==> src/rtl/prog_loader_pkg.sv <==
// Shared types and constants for the serial program loader.
package prog_loader_pkg;

    typedef enum logic [2:0] {
        StLenHi,
        StLenLo,
        StData,
        StCsum,
        StRun,
        StErr
    } state_e;

    localparam int unsigned BytesPerWord = 4;
    localparam int unsigned LenWidth     = 16;
    localparam logic [1:0]  LastByteIdx  = 2'(BytesPerWord - 1);

endpackage

==> src/rtl/prog_loader_word_assembler.sv <==
// Packs accepted bytes big-endian into 32-bit words; word_valid_o pulses one cycle
// after the fourth byte of each word.
module word_assembler
    import prog_loader_pkg::*;
(
    input  logic        clk_i,
    input  logic        rst_i,
    input  logic        byte_valid_i,
    input  logic [7:0]  byte_i,
    output logic        last_byte_o,
    output logic        word_valid_o,
    output logic [31:0] word_o
);

    logic [31:0] shift_q, shift_d;
    logic [1:0]  cnt_q, cnt_d;
    logic        valid_q, valid_d;

    always_comb begin
        shift_d     = shift_q;
        cnt_d       = cnt_q;
        valid_d     = 1'b0;
        last_byte_o = byte_valid_i && (cnt_q == LastByteIdx);
        if (byte_valid_i) begin
            shift_d = {shift_q[23:0], byte_i};
            cnt_d   = cnt_q + 2'd1;
            valid_d = last_byte_o;
        end
    end

    always_ff @(posedge clk_i or posedge rst_i) begin
        if (rst_i) begin
            shift_q <= 32'h0;
            cnt_q   <= 2'd0;
            valid_q <= 1'b0;
        end else begin
            shift_q <= shift_d;
            cnt_q   <= cnt_d;
            valid_q <= valid_d;
        end
    end

    // The shift register holds the completed word throughout the pulse cycle.
    assign word_valid_o = valid_q;
    assign word_o       = shift_q;

endmodule

==> src/rtl/prog_loader.sv <==
// Serial program loader: length header, big-endian words into instruction memory, then
// releases the core. Define PROG_LOADER_CHECKSUM_EN to add a trailing mod-256 checksum byte.
module prog_loader
    import prog_loader_pkg::*;
#(
    parameter int unsigned MAX_WORDS = 64,
    parameter logic [31:0] BASE_ADDR = 32'h0000_0000
) (
    input  logic        clk,
    input  logic        reset,
    input  logic        rx_valid,
    input  logic [7:0]  rx_byte,
    output logic        rx_ready,
    output logic        imem_we,
    output logic [31:0] imem_addr,
    output logic [31:0] imem_wdata,
    output logic        core_reset,
    output logic        load_done,
    output logic        load_error
);

    localparam int unsigned IdxW = $clog2(MAX_WORDS + 1);

`ifdef PROG_LOADER_CHECKSUM_EN
    localparam state_e AfterLoad = StCsum;
`else
    localparam state_e AfterLoad = StRun;
`endif

    state_e                state_q, state_d;
    logic [LenWidth-1:0]   len_q, len_d;
    logic [IdxW-1:0]       idx_q, idx_d;
    logic [31:0]           addr_q, addr_d;
    logic                  accept;
    logic                  word_last;
    logic                  word_valid;
    logic [31:0]           word;

`ifdef PROG_LOADER_CHECKSUM_EN
    logic [7:0]            sum_q, sum_d;
`endif

    assign rx_ready   = (state_q == StLenHi) || (state_q == StLenLo) ||
                        (state_q == StData)  || (state_q == StCsum);
    assign accept     = rx_valid && rx_ready;
    assign core_reset = (state_q != StRun);
    assign load_done  = (state_q == StRun);
    assign load_error = (state_q == StErr);
    assign imem_we    = word_valid;
    assign imem_addr  = addr_q;
    assign imem_wdata = word;

    word_assembler u_word_assembler (
        .clk_i        (clk),
        .rst_i        (reset),
        .byte_valid_i (accept && (state_q == StData)),
        .byte_i       (rx_byte),
        .last_byte_o  (word_last),
        .word_valid_o (word_valid),
        .word_o       (word)
    );

    always_comb begin
        state_d = state_q;
        len_d   = len_q;
        idx_d   = idx_q;
        addr_d  = addr_q;
        unique case (state_q)
            StLenHi: begin
                if (accept) begin
                    len_d   = {len_q[7:0], rx_byte};
                    state_d = StLenLo;
                end
            end
            StLenLo: begin
                if (accept) begin
                    len_d = {len_q[7:0], rx_byte};
                    if (32'(len_d) > MAX_WORDS) begin
                        state_d = StErr;
                    end else if (len_d == '0) begin
                        state_d = AfterLoad;
                    end else begin
                        state_d = StData;
                    end
                end
            end
            StData: begin
                // Address is latched with the last byte so it is valid during the write pulse.
                if (word_last) begin
                    addr_d = BASE_ADDR + (32'(idx_q) << 2);
                    idx_d  = idx_q + IdxW'(1);
                    if (32'(idx_q) + 32'd1 == 32'(len_q)) begin
                        state_d = AfterLoad;
                    end
                end
            end
`ifdef PROG_LOADER_CHECKSUM_EN
            StCsum: begin
                if (accept) begin
                    state_d = (8'(sum_q + rx_byte) == 8'h00) ? StRun : StErr;
                end
            end
`endif
            StRun:   state_d = StRun;
            StErr:   state_d = StErr;
            default: state_d = StErr;
        endcase
    end

`ifdef PROG_LOADER_CHECKSUM_EN
    assign sum_d = accept ? 8'(sum_q + rx_byte) : sum_q;
`endif

    always_ff @(posedge clk or posedge reset) begin
        if (reset) begin
            state_q <= StLenHi;
            len_q   <= '0;
            idx_q   <= '0;
            addr_q  <= BASE_ADDR;
`ifdef PROG_LOADER_CHECKSUM_EN
            sum_q   <= 8'h00;
`endif
        end else begin
            state_q <= state_d;
            len_q   <= len_d;
            idx_q   <= idx_d;
            addr_q  <= addr_d;
`ifdef PROG_LOADER_CHECKSUM_EN
            sum_q   <= sum_d;
`endif
        end
    end

endmodule
==> config.mk <==
export PLATFORM = sky130hd
export DESIGN_NAME = prog_loader
export DESIGN_NICKNAME = d
export VERILOG_FILES = /design/src/rtl/prog_loader_pkg.sv /design/src/rtl/prog_loader_word_assembler.sv /design/src/rtl/prog_loader.sv
export SDC_FILE = /design/constraint.sdc
export NUM_CORES = 1
export LEC_CHECK = 0
export ABC_AREA = 1
export CORE_ASPECT_RATIO = 0.9
export CORE_UTILIZATION = 49
export DETAILED_ROUTE_END_ITERATION = 10
export PLACE_DENSITY = 0.8
export SETUP_SLACK_MARGIN = 0.15
export SYNTH_ARGS = -nofsm -noshare
export SYNTH_HDL_FRONTEND = slang
export SYNTH_SLANG_ARGS = --single-unit
==> constraint.sdc <==
create_clock -name clk -period 2.25 [get_ports clk]
set_input_delay 0.3375 -clock clk [delete_from_list [all_inputs] [get_ports clk]]
set_output_delay 0.3375 -clock clk [all_outputs]
set_load 0.05 [all_outputs]
### Word-level counts from Yosys, hierarchy flattened

Cells that the tools add are included.

* register bits after elaboration: 68
* input port bits: 11
* output and inout port bits: 69

* add/sub/neg operators: 3
* order comparisons: 1
* eq/ne operators: 12
* multiplexer cells: 8
* reductions and logical operators: 12

Operators by type and width (number)
* $mux 3: 6
* $eq 8x16->1: 1
* $gt 16x7->1 const B: 1
* $logic_not 16->1: 1
* $pmux 3 s4: 1
* $add 7x1->8 const B: 1
* $add 7x1->7 const B: 1
* $eq 3x2->1 const B: 2
* $eq 3x3->1 const B: 2
* $ne 2x1->1 const B: 2
* $ne 2x2->1 const B: 2
* $reduce_and 2->1: 2
* $reduce_and 4->1: 1
* $eq 3x1->1 const B: 1
* $logic_and 1x1->1: 3
* $logic_not 3->1: 1
* $logic_or 1x1->1: 3
* $ne 3x3->1 const B: 1
* $add 2x1->2 const B: 1
* $eq 2x2->1 const B: 1
* $reduce_or 2->1: 1
* $mux 1: 1

### Logic depth before layout (Yosys ltp)

* depth in word-level cells: 9
* depth in mapped cells: 13
* depth with buffers taken out: 13

### Cells and area by module

A second synthesis with hierarchy kept.

* cell total of the unflattened synthesis: 395
* area total of the unflattened synthesis: 3260.6 um^2

Modules (own cells, without submodules)
* prog_loader: instances 1, cells each 245, area an instance 1866.8 um^2, seq. area each 825.8 um^2
* word_assembler: instances 1, cells each 150, area an instance 1393.8 um^2, seq. area each 875.8 um^2

### Worst setup path before layout

OpenSTA, ideal clock, no wires.

* kind: flip-flop to output port
* from: reg state_q[2]
* to: out core_reset
* arrival: 1.890 ns
* required time: 1.913 ns
* slack: 0.023 ns
* stages on the path, launching flop included: 4
* cell sequence: dfrtp_1 -> inv_1 -> nor2_1 -> inv_1

* cells in the longest elaborated chain, start to end: 1

Ends and longest elaborated chain
* start, declared: RTL line prog_loader.sv:30 `state_e state_q, state_d;`
* start signal, assigned: RTL line prog_loader.sv:116 `state_q <= StLenHi;`
* start signal, assigned: RTL line prog_loader.sv:124 `state_q <= state_d;`
* $ne 3x3->1: RTL line prog_loader.sv:46 `assign core_reset = (state_q != StRun);`
* end, declared: RTL line prog_loader.sv:17 `output logic core_reset,`

No other way between the ends.

### Final worst setup path

* from: reg state_q[2]
* to: out load_done

* cells in the longest elaborated chain, start to end: 1

Ends and longest elaborated chain
* $eq 3x3->1: RTL line prog_loader.sv:47 `assign load_done = (state_q == StRun);`
* end, declared: RTL line prog_loader.sv:18 `output logic load_done,`

No other way between the ends.

==> summary.md <==
| Metric | Value |
|---|---|
| Wire per inst | 11.7 um |
| Antenna cell count | 0 |
| # clock sinks | 68 |
| Placed Cells | 499 |
| Largest net degree at the start of global routing | 45 |
| Worst path buffer plus inverter count | 2 |
| Fill cell count | 534 |
| CTS tree | yes |
| Total GRT Usage | 0.203 |
| Clock Path Buffers | 2 |
| Post-CTS Setup Bufs | 0 |
| Clock Skew | 0.00869 ns |
| Final Critical Period | 1.94 ns |
| Final nets | 436 |
| Synthesized cell area | 3130 um^2 |
| Initial Utilization | 0.509 |
| Critical Path Start Type | flip-flop |
| Port Buffers | 54 |
| First-pass GRT wire length | 10500 um |
| Cells on worst reg2reg path | 12 |
| Part of the Yosys area used for sequential elements | 0.544 |
| Filler-free cell count of the finished design | 515 |
| TNS Setup | 0 ns |
| Initial antenna violation count | 0 |
| CP max stage delay | 0.54 ns |
| Row count | 27 |
| ANT nets after route | 0 |
| Hold Crit Class | input port to async pin |
| Max-slew headroom | 0.644 |
| Slew Limit Fails | 0 |
| Worst Path Max Fanout | 4 |
| Cell variety after synth | 24 |
| Synth Instances | 361 |
| Total Wirelength | 6010 um |
| P&R area growth vs syn | 26.7% |
| Top delay family on crit path | buffers and inverters |
| Grt total ovfl | 0 |
| # IOs | 80 |
| Crit path capture type | primary output |
| RSZ-0062 raised after global routing | false |
| Initial DRC Count | 116 |
| Leakage power | 2.04 nW |
| DRC Markers | 0 |
| Die Ht | 77.8 um |
| Cells along the critical path | inv_1, nor2_2, dlygate4sd2_1 |
| TritonCTS Buffers | 9 |
| Final period util | 0.861 |
| Routability Congestion | 0.889 |
| Pwr dens | 837 nW/um^2 |
| Max VDD drop | 0.563 mV |
| Worst-margin pin slew | 0.532 ns |
| Fraction of layout cells with a size suffix above 1 | 0.0981 |
| Req. time, crit path | 1.91 ns |
| H-Tree Depth | 3 |
| Worst R2R End | state_q[1] |
| Final setup viols | 0 |
| Die area | 6700 um^2 |
| Core Footprint | 6150 um^2 |
| Placed Area | 3730 um^2 |
| CP arrival | 1.60 ns |
| Clock-pin transition on the worst setup and hold timing paths | 0.07 ns |
| Reg2reg start | idx_q[1] |
| Final Hold Vio Count | 0 |
| Status | completed |
| Die W | 86.2 um |
| Worst-Skew Late Latency | 0.35 ns |
| Vias per cell | 4.66 |
| Max-cap viol count | 0 |
| Fmax | 0.516 GHz |
| Slowest cell on crit path | dlygate4sd2_1 |
| Worst setup path category | flip-flop to primary output |
| CTS root buf | clkbuf_8 |
| Hpwl dp | 4400 um |
| Flop2flop setup slack | 0.57 ns |
| #FFs+latches synth | 68 |
| Post-Place Worst Slack | 0.378 ns |
| Worst Slack Setup Final | 0.313 ns |
| Via count | 2400 |
| Final Cell Area | 3960 um^2 |
| Number of global-route vias before repair | 2312 |
| Synthesis warning total | 0 |
| Mapped Avg Cell Area | 8.66 um^2 |
| Router iterations before antenna repair | 4 |
## routing by layer
layer  global-route usage  share of wire  up-vias
li1                     -              -     1207
met1                0.262           0.46     1112
met2                0.317           0.47       71
met3               0.0681          0.052       10
met4               0.0733          0.019        0
met5                    0              0        -
## cell usage after synthesis
library cell,n,share of area
o31ai_1,1,0.0024
ha_1,2,0.0080
a21oi_1,8,0.013
buf_4,25,0.060
conb_1,1,0.0012
o21ai_1,1,0.0016
mux2_2,9,0.032
nor2_1,28,0.034
nor3_4,1,0.0052
buf_2,5,0.0080
xor2_1,2,0.0056
nand2_1,88,0.11
clkbuf_1,6,0.0072
inv_1,47,0.056
nand3_2,1,0.0032
nor3_1,2,0.0032
inv_2,1,0.0012
nand3_1,10,0.016
xnor2_1,1,0.0028
o21a_1,1,0.0024
nand4_1,4,0.0080
o21ai_0,48,0.077
or2_2,1,0.0020
dfrtp_1,68,0.54
## cell type report
class                   count  area [um^2]  share of cell area
clock buffers              11          151              0.0382
inverters                  48          180              0.0455
flip-flops and latches     68         1700               0.430
well taps                  87          109              0.0275
repair buffers             63          631               0.159
multi-input cells         233         1100               0.279
clock inverters             5         83.8              0.0212
## cells in the final DEF, fill, tap and decap left out, types with 4 or more instances in the layout
master	count
clkbuf_8	11
nand2_1	87
conb_1	25
o21ai_0	48
mux2_2	9
buf_4	8
a21oi_1	8
inv_1	46
nor2_1	27
dfrtp_1	68
clkdlybuf4s50_1	50
nand4_1	4
nand3_1	10
## flip-flops by register name, summed over array words and instances, names as in the netlist
register                       count
u_word_assembler.word_valid_o      1
u_word_assembler.word_o           32
imem_addr                          7
idx_q                              7
len_q                             16
u_word_assembler.cnt_q             2
state_q                            3
## cell families (layout without fill, tap and decap cells)
family	count (synthesis)	after routing	synth area share
AO/OA/AOI/OAI	59	59	0.0960
XOR/XNOR	3	3	0.00840
adder cells (fa/ha/maj)	2	2	0.00800
buffers and inverters	84	127	0.133
flip-flops	68	68	0.544
multiplexers	9	9	0.0324
other	1	25	0.00120
AND/OR/NAND/NOR	135	135	0.177
## timing repair
item | in CTS | in global routing
gates cloned | 0 | 0
pin swaps | 0 | 0
hold buffers | 0 | 0
resized for setup | 2 | 1
setup endpoints to repair | 2 | 1
hold endpoints to repair | 0 | 0
## power breakdown
group | total [mW] | switching, mW | internal (mW)
sequential | 1.50 | 0.122 | 1.37
clock | 1.15 | 0.462 | 0.686
combinational | 0.672 | 0.460 | 0.212
total | 3.32 | 1.04 | 2.27
## tightest hold or removal path, delay by kind of cell
| kind | cells | cell delay [ns] |
|---|---|---|
| buffers and inverters | 3 | 0.71 |
## through the flow
step	power [mW]	util	hold slack, ns
2_1_floorplan	2.05	-	0.453
3_3_place_gp	2.19	0.606	0.462
3_5_place_dp	2.21	0.606	0.470
4_1_cts	3.35	0.644	0.348
5_1_grt	3.52	0.644	0.369
6_report	3.32	0.644	0.348
## worst max-delay path by stage
stage                     from                    endpoint  depth (start not counted)
global route          idx_q[1]                  state_q[2]                         13
global placement    state_q[1]                   load_done                          4
finish              state_q[2]                   load_done                          3
CTS                 state_q[2]                    rx_ready                          2
detailed placement    rx_valid  u_word_assembler.word_o[1]                          5
floorplan           state_q[2]                  load_error                          2
Power figures use the tool's default switching activity.
